### src/rtl/keypad_entry_pkg.sv
// Shared definitions for the keypad entry front end.
//   - key codes delivered by the keypad scanner (0-9 are digits)
//   - entry mode values sampled on the first key of an entry
//   - FSM state encoding, also exported on the debug port
package keypad_entry_pkg;

  localparam logic [3:0] KEY_CLEAR  = 4'd10;
  localparam logic [3:0] KEY_ENTER  = 4'd11;
  localparam logic [3:0] KEY_CANCEL = 4'd12;

  localparam logic MODE_PIN = 1'b0;
  localparam logic MODE_AMT = 1'b1;

  typedef enum logic [1:0] {
    IDLE      = 2'd0,
    PIN_ENTRY = 2'd1,
    AMT_ENTRY = 2'd2
  } state_t;

  function automatic logic is_digit_code(input logic [3:0] code);
    return code <= 4'd9;
  endfunction

endpackage

### src/rtl/keypad_entry_timer.sv
// entry_timer: inactivity timer for an open keypad entry.
//   clock   : system clock, rising edge
//   reset   : asynchronous, active-low
//   run     : count while high (an entry is open); held at 0 otherwise
//   reload  : restart the idle count from 0 (a key arrived)
//   expired : one-cycle pulse when TIMEOUT_CYCLES idle cycles have elapsed
module entry_timer #(
  parameter int TIMEOUT_CYCLES = 1000,
  parameter int TO_W           = 10
) (
  input  logic clock,
  input  logic reset,
  input  logic run,
  input  logic reload,
  output logic expired
);

  localparam logic [TO_W-1:0] LAST = TO_W'(TIMEOUT_CYCLES - 1);

  logic [TO_W-1:0] cnt;

  // A key in the expiry cycle wins, so reload masks the pulse.
  assign expired = run && !reload && (cnt == LAST);

  always_ff @(posedge clock or negedge reset) begin
    if (!reset) begin
      cnt <= '0;
    end else if (!run || reload || expired) begin
      cnt <= '0;
    end else begin
      cnt <= cnt + 1'b1;
    end
  end

endmodule

### src/rtl/keypad_entry.sv
// keypad_entry: assembles PIN digits and decimal amounts from keypad events
// and presents complete entries to the ATM controller.
//   clock, reset     : rising-edge clock, asynchronous active-low reset
//   keyValid/keyCode : one-cycle key event; 0-9 digit, 10 CLEAR, 11 ENTER,
//                      12 CANCEL, 13-15 ignored (still count as activity)
//   mode             : 0 PIN, 1 amount; looked at only on the first key
//   digit/stdDigit   : last PIN digit and its one-cycle strobe
//   pin/pinReady     : assembled PIN (first digit in MSB nibble) and strobe
//   amount/stbAmount : binary amount and strobe; amount holds between strobes
//   busy             : an entry is open
//   entryError       : one-cycle pulse on malformed entry or timeout
//   dbg_state        : current FSM state
//
// Handshake: keyValid is a pure valid with no ready. The block accepts every
// event in the cycle it is presented, at most one event per cycle, and each
// accepted event shows its effect on the registered outputs one cycle later.
module keypad_entry
  import keypad_entry_pkg::*;
#(
  parameter int PIN_DIGITS     = 4,
  parameter int AMOUNT_DIGITS  = 9,
  parameter int TIMEOUT_CYCLES = 1000,
  parameter int TO_W           = 10
) (
  input  logic                    clock,
  input  logic                    reset,
  input  logic                    keyValid,
  input  logic [3:0]              keyCode,
  input  logic                    mode,
  output logic [3:0]              digit,
  output logic                    stdDigit,
  output logic [4*PIN_DIGITS-1:0] pin,
  output logic                    pinReady,
  output logic [31:0]             amount,
  output logic                    stbAmount,
  output logic                    busy,
  output logic                    entryError,
  output state_t                  dbg_state
);

  localparam int PW    = 4 * PIN_DIGITS;
  localparam int MAXD  = (AMOUNT_DIGITS > PIN_DIGITS) ? AMOUNT_DIGITS : PIN_DIGITS;
  localparam int CNT_W = $clog2(MAXD + 1);

  state_t           state_q, state_n;
  logic [CNT_W-1:0] count_q, count_n;
  logic [31:0]      acc_q, acc_n;

  logic [3:0]    digit_n;
  logic          std_n, prdy_n, stb_n, err_n;
  logic [PW-1:0] pin_n, pin_base;
  logic [31:0]   amount_n;
  logic          key_digit, expired;

  assign key_digit = keyValid && is_digit_code(keyCode);
  assign dbg_state = state_q;
  // A fresh PIN always starts from zero so nothing from an older PIN leaks in.
  assign pin_base  = (state_q == IDLE) ? '0 : pin;

  entry_timer #(
    .TIMEOUT_CYCLES (TIMEOUT_CYCLES),
    .TO_W           (TO_W)
  ) u_timer (
    .clock   (clock),
    .reset   (reset),
    .run     (state_q != IDLE),
    .reload  (keyValid),
    .expired (expired)
  );

  always_comb begin
    state_n  = state_q;
    count_n  = count_q;
    acc_n    = acc_q;
    digit_n  = digit;
    pin_n    = pin;
    amount_n = amount;
    std_n    = 1'b0;
    prdy_n   = 1'b0;
    stb_n    = 1'b0;
    err_n    = 1'b0;

    if (expired) begin
      err_n   = 1'b1;
      state_n = IDLE;
      count_n = '0;
      acc_n   = '0;
      if (state_q == PIN_ENTRY) pin_n = '0;
    end else begin
      case (state_q)
        IDLE, PIN_ENTRY: begin
          if (key_digit && (state_q == PIN_ENTRY || mode == MODE_PIN)) begin
            pin_n   = {pin_base[PW-5:0], keyCode};
            digit_n = keyCode;
            std_n   = 1'b1;
            if (count_q == CNT_W'(PIN_DIGITS - 1)) begin
              prdy_n  = 1'b1;
              state_n = IDLE;
              count_n = '0;
            end else begin
              state_n = PIN_ENTRY;
              count_n = count_q + 1'b1;
            end
          end else if (key_digit) begin
            // First key of an amount entry; the accumulator is already 0.
            acc_n   = 32'(keyCode);
            count_n = CNT_W'(1);
            state_n = AMT_ENTRY;
          end else if (keyValid && state_q == PIN_ENTRY) begin
            case (keyCode)
              KEY_CLEAR: begin
                pin_n   = '0;
                count_n = '0;
              end
              KEY_ENTER: begin
                err_n   = 1'b1;
                pin_n   = '0;
                count_n = '0;
                state_n = IDLE;
              end
              KEY_CANCEL: begin
                pin_n   = '0;
                count_n = '0;
                state_n = IDLE;
              end
              default: ;
            endcase
          end
        end

        AMT_ENTRY: begin
          if (key_digit) begin
            if (count_q == CNT_W'(AMOUNT_DIGITS)) begin
              err_n = 1'b1;
            end else begin
              acc_n   = acc_q * 32'd10 + 32'(keyCode);
              count_n = count_q + 1'b1;
            end
          end else if (keyValid) begin
            case (keyCode)
              KEY_CLEAR: begin
                acc_n   = '0;
                count_n = '0;
              end
              KEY_ENTER: begin
                // count is 0 here only after a CLEAR.
                if (count_q != '0) begin
                  amount_n = acc_q;
                  stb_n    = 1'b1;
                end else begin
                  err_n = 1'b1;
                end
                acc_n   = '0;
                count_n = '0;
                state_n = IDLE;
              end
              KEY_CANCEL: begin
                acc_n   = '0;
                count_n = '0;
                state_n = IDLE;
              end
              default: ;
            endcase
          end
        end

        default: begin
          state_n = IDLE;
          count_n = '0;
          acc_n   = '0;
        end
      endcase
    end
  end

  always_ff @(posedge clock or negedge reset) begin
    if (!reset) begin
      state_q    <= IDLE;
      count_q    <= '0;
      acc_q      <= '0;
      digit      <= '0;
      stdDigit   <= 1'b0;
      pin        <= '0;
      pinReady   <= 1'b0;
      amount     <= '0;
      stbAmount  <= 1'b0;
      busy       <= 1'b0;
      entryError <= 1'b0;
    end else begin
      state_q    <= state_n;
      count_q    <= count_n;
      acc_q      <= acc_n;
      digit      <= digit_n;
      stdDigit   <= std_n;
      pin        <= pin_n;
      pinReady   <= prdy_n;
      amount     <= amount_n;
      stbAmount  <= stb_n;
      busy       <= (state_n != IDLE);
      entryError <= err_n;
    end
  end

endmodule

### config.mk
export PLATFORM = sky130hd
export DESIGN_NAME = keypad_entry
export DESIGN_NICKNAME = d
export VERILOG_FILES = /design/src/rtl/keypad_entry_pkg.sv /design/src/rtl/keypad_entry_timer.sv /design/src/rtl/keypad_entry.sv
export SDC_FILE = /design/constraint.sdc
export NUM_CORES = 1
export LEC_CHECK = 0
export ABC_AREA = 1
export BUFFER_PORTS_ARGS = -buffer_cell sky130_fd_sc_hd__buf_2
export CORE_MARGIN = 2
export CORE_UTILIZATION = 35
export DETAILED_ROUTE_END_ITERATION = 7
export MAX_ROUTING_LAYER = met4
export SLEW_MARGIN = 20
export SYNTH_ARGS = -nofsm -noshare
export SYNTH_HDL_FRONTEND = slang
export SYNTH_SLANG_ARGS = --single-unit
### constraint.sdc
create_clock -name clock -period 8.3 [get_ports clock]
set_input_delay 2.075 -clock clock [delete_from_list [all_inputs] [get_ports clock]]
set_output_delay 2.075 -clock clock [all_outputs]
set_load 0.01 [all_outputs]
==> impl_metrics.json, run 1 <==
{
  "worstSkewPairLatency_ns": 0.36,
  "worstSetupStartpointType": "primary input",
  "fin_ws_ns": 4.275,
  "synth.area.mux_share_pct": 0,
  "synth_common_cells": "368 x nand2_1, 192 x inv_1, 105 x dfrtp_1",
  "period_needed_ns": 4.025,
  "post-route-period-util_pct": 48.50,
  "whs_ns": 0.4810,
  "die_y_um": 151.6,
  "post_drt_wl_per_cell_um": 13.94,
  "synthTopCellsByArea": "dfrtp_1 34%, nand2_1 18%, ha_1 10%",
  "setup.worst_path.class": "primary input to flop",
  "yosysWarnings": 0,
  "yosys.area.top_type": "dfrtp_1",
  "irDropWorstVdd_uv": 183.2,
  "place_worst_setup_slack_ns": 3.880,
  "p_total_mw": 1.779,
  "yosysTopAreaCellShare_pct": 34.45,
  "overflow": 0,
  "tightest_slew_ns": 0.9946,
  "slowest_delay_ns": 0.37,
  "grt_use_total_pct": 19.15,
  "routabilityCongestion": 0.9257,
  "cts.htree.levels": 3,
  "min_path_type": "flop to flop",
  "syn_area_sq_um": 7626,
  "cts.hold.buffers_added": 0,
  "synth_compound_area_share_pct": 10.42,
  "final_area_sq_um": 8553,
  "cts_sinks": 105,
  "slew_violations": 0,
  "path_common_cell": "nand2_1",
  "finClkSkew_ns": 0.01087,
  "routed_wl_um": 20420,
  "vias": 7049,
  "clk_root_buffer_cell": "clkbuf_16",
  "cts_buffers": 9,
  "setup_viol": 0,
  "crit_arrival_ns": 4.25,
  "vias_per_cell": 4.812,
  "synth-adder-area-share_pct": 10.70,
  "antenna_found_initial": 0,
  "synthCells": 1115,
  "pin_count": 67,
  "max_clock_freq_mhz": 248.4,
  "drt-pass1-iter-count": 6,
  "p_leak_nw": 4.679,
  "endpoint_kind": "flop",
  "nNetsFinal": 1252,
  "relSlewSlack_pct": 33.62,
  "path_cells": "buf_2 > ha_1 > nand2_1 > nand2_1 > nand3_1 > nand2_1 > nand3_1 > nor2_1 > nand2_1 > nor2_1 > nand2_1 > nor2_1 > nand4_1 > nand3_1 > o21ai_1",
  "postRouteAntennaNets": 0,
  "syn_to_final_growth_pct": 12.16,
  "crit_path_top_delay_cell": "ha_1",
  "start_util_pct": 35.27,
  "ys_ff_latch": 105,
  "rsz0062_at_grt": "no",
  "synth_area_per_cell_sq_um": 6.840,
  "synthFlopType": "dfrtp_1",
  "place_area_sq_um": 8250,
  "drive_gt1_share_pct": 9.198,
  "grt_max_degree": 58,
  "yosysSeqAreaShare_pct": 34.45,
  "finalHoldViolations": 0,
  "fill_cells": 2332,
  "synth.most_common_cell": "nand2_1",
  "cp_data_required_time_ns": 8.52,
  "dp_hpwl_um": 16140,
  "drt_iter0_markers": 438,
  "fin_tns_setup_ns": 0,
  "postSynth.asyncResetShare_pct": 100.0,
  "worstPathMaxFanout": 5,
  "cap_violations": 0,
  "clk_pin_slew_ns": 0.08,
  "design.core.area_sq_um": 21620,
  "synth_top_family_by_area": "simple AND/OR/NAND/NOR gates",
  "drc": 0,
  "grt_pass1_wl_um": 33850,
  "die_area_sq_um": 22990,
  "pwr_density_cell_nw_per_um2": 208.0,
  "yosysUniqueCellTypes": 41,
  "syn_nets": 1187,
  "synth_xor_xnor_area_share_pct": 1.263,
  "port_buffers": 66,
  "outcome": "finished, final reports clean",
  "clk_path_buf_depth": 2,
  "synth_edf_count": 0,
  "cts_tree": "built",
  "fp-row-count": 54,
  "synth-simple-area-share_pct": 32.49,
  "post_cts.repair.setup_buffers": 0,
  "grt_pass1_vias": 6757,
  "dieWidth_um": 151.6,
  "diodes": 0,
  "cts.repair.resized": 0
}
[routing by layer]
metal	vias to the layer above	GRT usage (%)	part of all wire, %
li1	3688	-	-
met1	3197	24.17	47
met2	138	31.81	47
met3	26	3.234	3.9
met4	0	5.417	2.1
met5	-	-	0
[kinds of logic (layout without fill, tap and decap cells)]
logic type / after synthesis / count (layout)
XOR/XNOR: 11 / 11
buffers and inverters: 211 / 281
adder cells (fa/ha/maj): 64 / 64
AND/OR/NAND/NOR: 589 / 589
flip-flops: 105 / 105
AO/OA/AOI/OAI: 135 / 135
[stage by stage]
stage	utilization (%)	instances
floorplan	-	1115
global placement	38.16	1449
detailed placement	38.16	1449
CTS	39.54	1465
global route	39.56	1465
finish	39.56	1465
[worst max-delay path, delay by kind of cell]
| family | cells | cell delay, ns |
|---|---|---|
| simple gates | 12 | 1.60 |
| fa+ha+maj | 1 | 0.37 |
| buf+inv | 1 | 0.12 |
| compound gates | 1 | 0.07 |
[cell usage in the layout, fill, tap and decap left out, types with 2 or more instances in the layout]
cell / n
xnor2_1: 7
nor2_4: 2
nand3b_1: 6
o211ai_1: 2
xor2_1: 4
nand4_1: 18
inv_8: 2
nor3_1: 8
nand3_1: 80
o22ai_1: 21
clkbuf_16: 9
buf_2: 65
nor2_2: 4
a31oi_1: 5
o21ai_1: 7
buf_4: 2
inv_2: 5
inv_1: 192
ha_1: 62
a22oi_1: 2
o21ai_0: 57
a21oi_1: 25
nand2_1: 368
fa_1: 2
o22ai_2: 7
o21a_1: 2
nor3b_1: 5
nor2_1: 91
clkinv_4: 3
dfrtp_1: 105
o21bai_1: 2
a21oi_2: 2
[flip-flops by register name, summed over array words and instances, names as in the netlist]
register / cells
stdDigit: 1
dbg_state: 2
amount: 32
busy: 1
stbAmount: 1
entryError: 1
pinReady: 1
digit: 4
u_timer.cnt: 10
acc_q: 32
pin: 16
count_q: 4
[area by class of cell]
cell class / instances / area [sq um] / share of cell area, %
clock inverter: 7 / 73.82 / 0.8631
multi-input combinational: 799 / 4193 / 49.02
tap: 280 / 350.3 / 4.096
sequential: 105 / 2628 / 30.72
clock buffer: 9 / 225.2 / 2.633
inverter: 198 / 743.2 / 8.689
timing repair buffer: 67 / 340.3 / 3.979
[worst paths after layout]
path	startpoint	to	slack, ns	cells after the start
worst max register to register	acc_q[1]	acc_q[26]	4.87	17
worst max-delay path	keyCode[3]	acc_q[26]	4.27	15
min in group asynchronous	reset	amount[18]	1.74	1
max in group asynchronous	reset	pin[2]	5.36	2
worst min-delay path	digit[0]	digit[0]	0.48	2
worst min register to register	digit[0]	digit[0]	0.48	2
[where the power goes]
| part | switching (mW) | internal (mW) | total [mW] |
|---|---|---|---|
| clock network | 0.221 | 0.213 | 0.434 |
| registers | 0.0818 | 0.607 | 0.689 |
| logic | 0.427 | 0.229 | 0.656 |
| total | 0.729 | 1.05 | 1.78 |
Note: power is estimated with default switching activity, not from simulation.
==> run 2: changes to the inputs <==
clock period = 3.5 ns   (was 8.3 ns; I/O delays follow)
==> impl_metrics.json, run 2 (same netlist as run 1, synthesis figures left out) <==
{
  "slew_violations": 0,
  "pwr_density_cell_nw_per_um2": 492.4,
  "worstPathMaxFanout": 4,
  "hold_end": "digit[0]",
  "overflow": 0,
  "antenna_found_initial": 0,
  "setup_viol": 0,
  "drt-pass1-iter-count": 5,
  "period_needed_ns": 3.244,
  "min_from": "digit[0]",
  "pin_count": 67,
  "finalNonFillerCells": 1474,
  "min_path_type": "flop to flop",
  "drc": 0,
  "routed_wl_um": 20770,
  "whs_ns": 0.4738,
  "tightest_slew_ns": 0.8044,
  "worstSkewPairLatency_ns": 0.36,
  "dp_hpwl_um": 16590,
  "grt_max_degree": 59,
  "outcome": "finished, final reports clean",
  "multi_input_area_sq_um": 4202,
  "fp-row-count": 54,
  "dieWidth_um": 151.6,
  "grt_pass1_wl_um": 34500,
  "r2r_slack_ns": 0.26,
  "crit_arrival_ns": 3.48,
  "finalHoldViolations": 0,
  "cap_violations": 0,
  "mostFrequentLayoutCells": "368 x nand2_1, 192 x inv_1, 105 x dfrtp_1",
  "clk_pin_slew_ns": 0.08,
  "clk_path_buf_depth": 2,
  "place_area_sq_um": 8330,
  "biggestRegsByFlops": "acc_q (32), amount (32), pin (16)",
  "grtUsageMet1_pct": 25.22,
  "diodes": 0,
  "vias_per_cell": 4.842,
  "vias": 7137,
  "seq_area_sq_um": 2628,
  "cts_sinks": 105,
  "busiest_layer": "met2",
  "drt_iter0_markers": 483,
  "rr_endpoint": "acc_q[26]",
  "fin_ws_ns": 0.2562,
  "clk_root_buffer_cell": "clkbuf_16",
  "worstSetupStartpointType": "flop",
  "cts_tree": "built",
  "irDropWorstVdd_uv": 380.6,
  "dp_cells": 1458,
  "cts_buffers": 9,
  "final_area_sq_um": 8641,
  "p_total_mw": 4.255,
  "final_common_cell": "nand2_1",
  "cts.htree.levels": 3,
  "die_y_um": 151.6,
  "syn_to_final_growth_pct": 13.31,
  "drive_gt1_share_pct": 10.22,
  "nNetsFinal": 1261,
  "post-route-period-util_pct": 92.68,
  "grt_use_total_pct": 19.64,
  "post_cts.repair.setup_buffers": 0,
  "relSlewSlack_pct": 46.37,
  "grt_pass1_vias": 6927,
  "fill_cells": 2313,
  "max_clock_freq_mhz": 308.3,
  "grtUsageMet2_pct": 31.63,
  "finClkSkew_ns": 0.01052,
  "r2r_cells": 16,
  "fin_tns_setup_ns": 0,
  "r2r_start": "acc_q[3]",
  "holdPathStages": 2,
  "p_leak_nw": 4.725,
  "start_util_pct": 35.27,
  "post_drt_wl_per_cell_um": 14.09,
  "setup.worst_path.class": "flop to flop",
  "rsz0062_at_grt": "no",
  "design.core.area_sq_um": 21620,
  "die_area_sq_um": 22990,
  "routabilityCongestion": 0.9483,
  "final_util_pct": 39.97,
  "endpoint_kind": "flop",
  "place_worst_setup_slack_ns": 0.1997,
  "postRouteAntennaNets": 0,
  "met3_usage_pct": 2.964,
  "port_buffers": 66,
  "cp_data_required_time_ns": 3.74
}
run 2: cell types whose count changed in the layout (fill, tap and decap cells not counted), moves of 2 or more:
| cell | before | now |
|---|---|---|
| nor2_1 | 91 | 87 |
| buf_4 | 2 | 10 |
| clkinv_4 | 3 | 1 |
| nor2_2 | 4 | 8 |
run 2: critical path, cell delays in order, from the launching register on:
cell and delay [ns]:
dfrtp_1 0.41, ha_1 0.28, ha_1 0.26, fa_2 0.59, nand2_1 0.06, inv_1 0.05
nand4_1 0.10, nand2_1 0.11, nand3_1 0.18, nor2_1 0.24, nand2_1 0.10, nor2_2 0.17
nand2_1 0.14, nor2_1 0.15, nand4_1 0.11, nand3_1 0.11, o21ai_1 0.07
run 2: repair_timing:
| item | CTS | global route |
|---|---|---|
| hold buffers | 0 | 0 |
| setup endpoints to repair | 0 | 9 |
| resized for setup | 0 | 5 |
run 2: worst max-delay path by stage:
stage                           end  slack (ns)  startpoint  cells after the start
after floorplan           acc_q[21]        0.57    acc_q[1]                     17
after global placement    acc_q[29]        0.24    acc_q[3]                     21
after detailed placement  acc_q[26]        0.20    acc_q[3]                     17
after CTS                 acc_q[26]        0.19    acc_q[3]                     18
after global routing      acc_q[26]        0.03    acc_q[1]                     17
final                     acc_q[26]        0.26    acc_q[3]                     16
run 2: cell type report:
cell class | count | area share (%)
clock buffers | 10 | 2.766
multi-input cells | 799 | 48.62
repair buffers | 76 | 4.865
flip-flops and latches | 105 | 30.41
inverters | 198 | 8.601
well taps | 280 | 4.054
clock inverters | 6 | 0.6806
run 2: layer usage:
| layer | routed length, um | share of wire, % |
|---|---|---|
| met1 | 9796 | 47 |
| met2 | 9622 | 46 |
| met3 | 708 | 3.4 |
| met4 | 644 | 3.1 |
| met5 | 0 | 0 |
run 2: report_power, final:
part	switching (mW)	internal (mW)	total (mW)
Clock	0.508	0.522	1.03
Sequential	0.164	1.44	1.60
Combinational	1.04	0.579	1.62
Total	1.71	2.54	4.25
==> run 3: changes to the inputs <==
CELL_PAD_IN_SITES_DETAIL_PLACEMENT = 1   (was unset)
CELL_PAD_IN_SITES_GLOBAL_PLACEMENT = 1   (was unset)
PLACE_DENSITY_LB_ADDON = 0.1   (was unset)
==> impl_metrics.json, run 3 (same netlist as run 1, synthesis figures left out) <==
{
  "outcome": "finished, final reports clean",
  "multi_input_area_sq_um": 4232,
  "finClkSkew_ns": 0.009407,
  "worstSkewPairLatency_ns": 0.37,
  "setup.worst_path.class": "flop to flop",
  "mostFrequentLayoutCells": "368 x nand2_1, 192 x inv_1, 105 x dfrtp_1",
  "antenna_found_initial": 0,
  "start_util_pct": 35.27,
  "dieWidth_um": 151.6,
  "grt_max_degree": 57,
  "die_y_um": 151.6,
  "grt_pass1_wl_um": 39700,
  "period_needed_ns": 3.201,
  "grt_use_total_pct": 23.20,
  "cap_violations": 0,
  "vias_per_cell": 4.915,
  "place_area_sq_um": 8358,
  "fp-row-count": 54,
  "cp_data_required_time_ns": 3.76,
  "pwr_density_cell_nw_per_um2": 501.1,
  "cts_buffers": 9,
  "dp_hpwl_um": 19870,
  "finalHoldViolations": 0,
  "port_buffers": 66,
  "pin_count": 67,
  "cts_sinks": 105,
  "final_area_sq_um": 8697,
  "drt_iter0_markers": 239,
  "grt_pass1_vias": 7352,
  "cts.hold.buffers_added": 0,
  "clk_path_buf_depth": 2,
  "final_common_cell": "nand2_1",
  "vias": 7254,
  "crit_arrival_ns": 3.46,
  "postRouteAntennaNets": 0,
  "worstSetupStartpointType": "flop",
  "relSlewSlack_pct": 65.35,
  "drt-pass1-iter-count": 4,
  "rsz0062_at_grt": "no",
  "nNetsFinal": 1263,
  "path_common_cell": "nand2_1",
  "max_clock_freq_mhz": 312.4,
  "irDropWorstVdd_uv": 459.5,
  "routed_wl_um": 24630,
  "worstPathMaxFanout": 8,
  "path_cells": "ha_1 > ha_1 > fa_2 > nand2_1 > nand2_1 > nand3_1 > nand2_1 > nand2_1 > nand2_1 > nor2_2 > nand3_1 > nor2_4 > nand2_1 > inv_2 > nand2_1 > o21ai_0 > o21ai_1",
  "drive_gt1_share_pct": 10.79,
  "slew_violations": 0,
  "routabilityCongestion": 0.8838,
  "syn_to_final_growth_pct": 14.04,
  "p_leak_nw": 4.734,
  "seq_area_sq_um": 2628,
  "drc": 0,
  "final_util_pct": 40.23,
  "design.core.area_sq_um": 21620,
  "cts.htree.levels": 3,
  "biggestRegsByFlops": "acc_q (32), amount (32), pin (16)",
  "endpoint_kind": "flop",
  "die_area_sq_um": 22990,
  "clk_pin_slew_ns": 0.08,
  "overflow": 0,
  "post-route-period-util_pct": 91.45,
  "cts_tree": "built",
  "setup_viol": 0,
  "slowest_delay_ns": 0.41,
  "tightest_slew_ns": 0.5197,
  "crit_path_top_delay_cell": "fa_2",
  "post_drt_wl_per_cell_um": 16.69,
  "diodes": 0,
  "fill_cells": 2838,
  "clk_root_buffer_cell": "clkbuf_16",
  "min_path_type": "primary input to async pin"
}
## run 3: cell count changes in the layout (fill, tap and decap cells not counted), sizes merged
cell / delta
buf: +2
clkbuf: -1
clkinv: +1
clkinvlp: +1
inv: -1
## run 3: metrics by stage
stage	hold slack [ns]	std cells	TNS, ns	power [mW]	setup WS (ns)
finish	0.4658	1476	0	4.358	0.2994
global route	0.5009	1476	0	4.689	0.01175
CTS	0.4733	1476	0	4.404	0.03292
detailed placement	0.4620	1460	-0.008603	3.310	-0.008603
global placement	0.4555	1460	-0.02439	3.296	-0.02439
floorplan	0.4329	1115	0	2.690	0.5665
## run 3: path summary, 6_finish.rpt
path	from	to	slack (ns)	cells after the start
min	reset	acc_q[22]	0.47	1
min in group clock	u_timer.cnt[0]	u_timer.cnt[0]	0.47	1
max	acc_q[1]	acc_q[21]	0.30	17
max in group asynchronous	reset	u_timer.cnt[8]	2.36	2
min reg2reg	u_timer.cnt[0]	u_timer.cnt[0]	0.47	1
max reg2reg	acc_q[1]	acc_q[21]	0.30	17
## run 3: per-layer routing
layer  global-route usage [%]  wire length [um]
met5                        -                 0
met4                    5.231               393
met3                    3.234               590
met2                    38.87             11950
met1                    29.96             11700
## run 3: layout make-up
class / count / share of cell area, %
Timing Repair Buffer: 78 / 5.150
Clock buffer: 9 / 2.590
Multi-Input combinational cell: 799 / 48.65
Tap cell: 280 / 4.028
Clock inverter: 7 / 0.8200
Sequential cell: 105 / 30.21
Inverter: 198 / 8.546
## run 3: critical path: cells and delay by family (launching register included)
family                     cells  cell delay (ns)
AOI/OAI and AO/OA              2             0.25
adders and majority gates      3             0.99
buffers and inverters          1             0.14
DFF                            1             0.39
and+or+nand+nor               11             1.30
## run 3: where the power goes
part           switching (mW)  internal, mW  leakage (nW)
clock network           0.547         0.504         0.139
logic                    1.10         0.603          3.17
registers               0.167          1.44          1.42
## run 3: repair_timing
| item | in CTS | in global routing |
|---|---|---|
| setup buffers | 0 | 0 |
| endpoints found under the setup margin | 1 | 12 |
| resized for setup | 1 | 12 |
| pin swaps | 0 | 0 |
